## src/rtl/stage_reg_skid.sv

```systemverilog
// +--------------------------------------------------------------------------+
// | stage_reg_skid: pipeline stage register, one-entry skid, flush, ctrl mask |
// | Rev 1.0                                                                  |
// +--------------------------------------------------------------------------+
`default_nettype none
`timescale 1ns/1ps

module stage_reg_skid #(
  parameter int DATA_W = 69,
  parameter int CTRL_W = 4
) (
  input  logic              clk,
  input  logic              reset_n,
  input  logic              flush,
  input  logic              in_valid,
  output logic              in_ready,
  input  logic [DATA_W-1:0] in_data,
  input  logic [CTRL_W-1:0] in_ctrl,
  output logic              out_valid,
  input  logic              out_ready,
  output logic [DATA_W-1:0] out_data,
  output logic [CTRL_W-1:0] out_ctrl,
  output logic [1:0]        occupancy
);

  logic              main_valid_q, main_valid_d;
  logic [DATA_W-1:0] main_data_q,  main_data_d;
  logic [CTRL_W-1:0] main_ctrl_q,  main_ctrl_d;
  logic              skid_valid_q, skid_valid_d;
  logic [DATA_W-1:0] skid_data_q,  skid_data_d;
  logic [CTRL_W-1:0] skid_ctrl_q,  skid_ctrl_d;
  logic              w_acc;
  logic              w_drain;

  // in_ready depends only on state and reset, never on out_ready.
  assign in_ready  = reset_n & ~skid_valid_q;
  assign out_valid = main_valid_q;
  assign out_data  = main_data_q;
  assign out_ctrl  = main_ctrl_q;
  assign occupancy = {1'b0, main_valid_q} + {1'b0, skid_valid_q};

  assign w_acc   = in_valid & in_ready & ~flush;
  assign w_drain = main_valid_q & out_ready;

  always_comb begin
    main_valid_d = main_valid_q;
    main_data_d  = main_data_q;
    main_ctrl_d  = main_ctrl_q;
    skid_valid_d = skid_valid_q;
    skid_data_d  = skid_data_q;
    skid_ctrl_d  = skid_ctrl_q;
    if (flush) begin
      // Data registers intentionally hold; only valid and ctrl are killed.
      main_valid_d = 1'b0;
      main_ctrl_d  = '0;
      skid_valid_d = 1'b0;
      skid_ctrl_d  = '0;
    end else if (skid_valid_q) begin
      if (w_drain) begin
        main_valid_d = 1'b1;
        main_data_d  = skid_data_q;
        main_ctrl_d  = skid_ctrl_q;
        skid_valid_d = 1'b0;
        skid_ctrl_d  = '0;
      end
    end else if (!main_valid_q || w_drain) begin
      if (w_acc) begin
        main_valid_d = 1'b1;
        main_data_d  = in_data;
        main_ctrl_d  = in_ctrl;
      end else if (main_valid_q) begin
        main_valid_d = 1'b0;
        main_ctrl_d  = '0;
      end
    end else if (w_acc) begin
      skid_valid_d = 1'b1;
      skid_data_d  = in_data;
      skid_ctrl_d  = in_ctrl;
    end
  end

  always_ff @(posedge clk) begin
    if (!reset_n) begin
      main_valid_q <= 1'b0;
      main_data_q  <= '0;
      main_ctrl_q  <= '0;
      skid_valid_q <= 1'b0;
      skid_data_q  <= '0;
      skid_ctrl_q  <= '0;
    end else begin
      main_valid_q <= main_valid_d;
      main_data_q  <= main_data_d;
      main_ctrl_q  <= main_ctrl_d;
      skid_valid_q <= skid_valid_d;
      skid_data_q  <= skid_data_d;
      skid_ctrl_q  <= skid_ctrl_d;
    end
  end

endmodule

`default_nettype wire

```

## config.mk

```make
export PLATFORM = sky130hd
export DESIGN_NAME = stage_reg_skid
export DESIGN_NICKNAME = d
export VERILOG_FILES = /design/src/rtl/stage_reg_skid.sv
export SDC_FILE = /design/constraint.sdc
export NUM_CORES = 1
export LEC_CHECK = 0
export ABC_AREA = 1
export CORE_MARGIN = 10
export CORE_UTILIZATION = 51
export DETAILED_ROUTE_END_ITERATION = 16
export PLACE_DENSITY_LB_ADDON = 0.3
export SKIP_LAST_GASP = 1
export SYNTH_ARGS = -nofsm -noshare
export SYNTH_HDL_FRONTEND = slang
export SYNTH_SLANG_ARGS = --single-unit
export TNS_END_PERCENT = 10
```

## constraint.sdc

```tcl
create_clock -name clk -period 1.65 [get_ports clk]
set_input_delay 0.165 -clock clk [delete_from_list [all_inputs] [get_ports clk]]
set_output_delay 0.165 -clock clk [all_outputs]
set_load 0.05 [all_outputs]
```

==> summary.md <==
| Metric | Value |
|---|---|
| CTS buffer count | 17 |
| Cell Chain, Critical Path | clkdlybuf4s50_1 |
| Dpl cells | ~1400 |
| Netlist cell types | 20 |
| Internal | ~6300 uW |
| Routed Antenna Nets | 0 |
| Hold Slack | approximately 0.24 ns |
| Fraction of power spent switching nets | 0.2463 |
| Max transition margin | 0.5034 |
| Status | complete, but fails checks |
| H-tree levels | 4 |
| Fin crit share | 1.039 |
| Period minus WS final | around 1.7 ns |
| Tot GR Track Use | 0.2043 |
| Fraction of layout instances using a drive strength above 1 | 0.1016 |
| I/O pin total | between 150 and 200 |
| Pwr dens | 896.6 nW/um2 |
| Type of the tightest min-delay check | in2reg |
| Worst setup margin | -0.06426 ns |
| Max VDD drop | between 0.6 and 0.7 mV |
| Sink Count | about 150 |
| Drt drc | 0 |
| Layout Skew | ~0.0054 ns |
| Most frequent cells in the layout | nand2_1 (232), nor2_1 (216), inv_1 (213) |
| Worst r2r path cells | 7 |
| Area of the die | 18960 um2 |
| Number of global-route vias before repair | about 6500 |
| FP Rows | 42 |
| Final Power | roughly 8400 uW |
| Pre-antenna DRT Iters | 5 |
| Sequential area share after synthesis | 0.4193 |
| Worst EP required | 1.48 ns |
| Layout Cells excl Fill | 1436 |
| Final hold violation count | 0 |
| FF-to-FF setup slack | approximately 0.080 ns |
| Ant. Diodes | 0 |
| YS warnings | 0 |
| Startpoint Class | register |
| Synthesized Nets | 1199 |
| Cells after Synth | 1119 |
| Setup violators final | 17 |
| Synthesized cell area | 7066 um2 |
| Clock transition at path regs | approximately 0.060 ns |
| Core Region | between 10000 and 15000 um2 |
| Max incr delay on CP | 0.81 ns |
| Combinational cell fraction of total power | 0.124 |
| Via count | 7076 |
| Vias per std cell | slightly below 5 |
| Hold Path Cell Cnt | 4 |
| Cell family with most CP delay | buffers and inverters |
| Leak | 0.004908 uW |
| Critical Path Sink Type | output port |
| Hold Path Origin | reset_n |
| Commonest non-fill, non-tap cell in the layout | nand2_1 |
| Synthesis-to-finish area growth | 31.86% |
| Max Freq | ~600 MHz |
| Hold_buf cts | 0 |
| Clk buf depth | 2 |
| Clock power frac | 0.434 |
| Slowest stage cell, crit path | clkdlybuf4s50_1 |
| Skew-Pair Late Insertion Delay | 0.42 ns |
| Avg Cell Area, Syn | 6.314 um2 |
| Gr ovfl total | 0 |
| Final wirelength | between 15 and 20 mm |
| RSZ-0062 raised after global routing | yes |
| Initial core utilization | 0.5273 |
| Reg2reg end | skid_data_q[14]$_SDFFE_PN0P_ |
| Global placement routability congestion | 0.7830 |
| First-pass GRT wire length | 31.59 mm |
| CP Max Fanout | 2 |
| Kind of critical path | reg2out |
| Post-DP HPWL | 12.95 mm |
| Design area | around 9300 um2 |
| Reg2reg start | out_valid$_SDFFE_PP0P_ |
| Fin util | 0.6952 |
| Hold Path End | out_valid$_SDFFE_PP0P_ |
| Dpl cell area | 8751 um2 |
| WP buf/inv | 1 |
| First DRT Iteration DRCs | ~550 |
| TritonCTS clock tree | done |
| Max-slew violation count | 0 |
| MaxCap Viol Count | 0 |
| Failing checks | setup timing |
| Wire per inst | around 14 um |
| Share of power burned in registers | 0.441 |
| Root Driver | clkbuf_16 |
| I/O Buffers | roughly 150 |
| Die H | approximately 140 um |
| Largest net degree at the start of global routing | 82 |
| Die W | 137.7 um |
| Number of synthesized register bits | 148 |
| Psw | just over 2000 uW |
| Worst slew pin tran | about 0.74 ns |
| Initial antenna violation count | 2 |
| Nets | 1328 |
| Worst EP arrival | 1.55 ns |
==> area by class of cell <==
type	instances	area, um2
clock inverters	3	15.01
repair buffers	185	1783
flip-flops and latches	148	2965
multi-input cells	679	2972
inverters	217	814.5
well taps	176	220.2
clock buffers	28	546.8
fillers	1158	4084
==> worst min-delay path: stages <==
cell and delay, ns:
buf_4 0.14, nand2_2 0.11, buf_4 0.16, a21oi_1 0.04
==> power groups by stage <==
| stage | clock, uW | sequential, uW | combinational (uW) |
|---|---|---|---|
| finish | 3630 | 3690 | 1040 |
| global route | 3840 | 3690 | 1130 |
| CTS | 3690 | 3690 | 1040 |
| detailed placement | 0 | 3760 | 1040 |
| global placement | 0 | 3760 | 1030 |
| floorplan | 0 | 3990 | 362 |
==> how the worst max path moves through the flow <==
stage,start,to,slack [ns],cells past startpoint
global route,out_data[8]$_SDFFE_PN0P_,out_data[8],-0.10,1
finish,out_data[65]$_SDFFE_PN0P_,out_data[65],-0.06,1
CTS,out_data[66]$_SDFFE_PN0P_,out_data[66],-0.09,1
detailed placement,out_ready,out_data[31]$_SDFFE_PN0P_,-0.09,9
floorplan,reset_n,in_ready,0.10,4
global placement,in_valid,skid_data_q[23]$_SDFFE_PN0P_,-0.05,8
==> metrics by stage <==
step,TNS [ns],worst slack [ns]
2_1_floorplan,0,0.1048
3_3_place_gp,-2.142,-0.04585
3_5_place_dp,-5.807,-0.08650
4_1_cts,-1.421,-0.08759
5_1_grt,-1.706,-0.1048
6_report,-0.9640,-0.06426
==> sequential cells by signal, summed over array words and instances, names as in the netlist <==
signal        count
skid_ctrl_q       4
out_valid         1
out_data         69
skid_data_q      69
skid_valid_q      1
out_ctrl          4
==> cells in the mapped netlist <==
master	number	area, um2
nand2_1	232	870.8
nor2_1	217	814.5
inv_1	213	799.5
dfxtp_1	148	2963
a21oi_1	77	385.4
nand4_1	69	431.7
o21ai_0	62	310.3
clkbuf_1	37	138.9
buf_2	28	140.1
o21ai_1	11	55.05
buf_1	7	26.28
nand3_1	5	25.02
inv_2	4	15.01
buf_6	2	22.52
ha_1	2	25.02
buf_4	1	7.510
nand2_2	1	6.260
nand3_2	1	10.01
nor2_4	1	11.26
o21bai_1	1	7.510
==> cell families after synthesis <==
family | after synthesis | synth area share
AND/OR/NAND/NOR | 526 | 0.3071
AO/OA/AOI/OAI | 151 | 0.1073
flip-flops | 148 | 0.4193
adder cells (fa/ha/maj) | 2 | 0.003541
buffers and inverters | 292 | 0.1627
==> metal layers <==
metal  routed length [um]  part of all wire  GRT usage  up-vias
met4                  289             0.015    0.07532        2
met5                   11           0.00056          0        -
met1                 8428              0.43     0.2514     3155
met3                 1613             0.082    0.06227       28
li1                     -                 -          -     3657
met2                 9353              0.47     0.3297      234
==> repair_timing <==
item / CTS / global route
gates resized for setup: 2 / 2
gates cloned: 0 / 0
endpoints found under the setup margin: 21 / 28
buffers inserted: 0 / 0
pin swaps: 0 / 0
(Power assumes the default switching activity.)
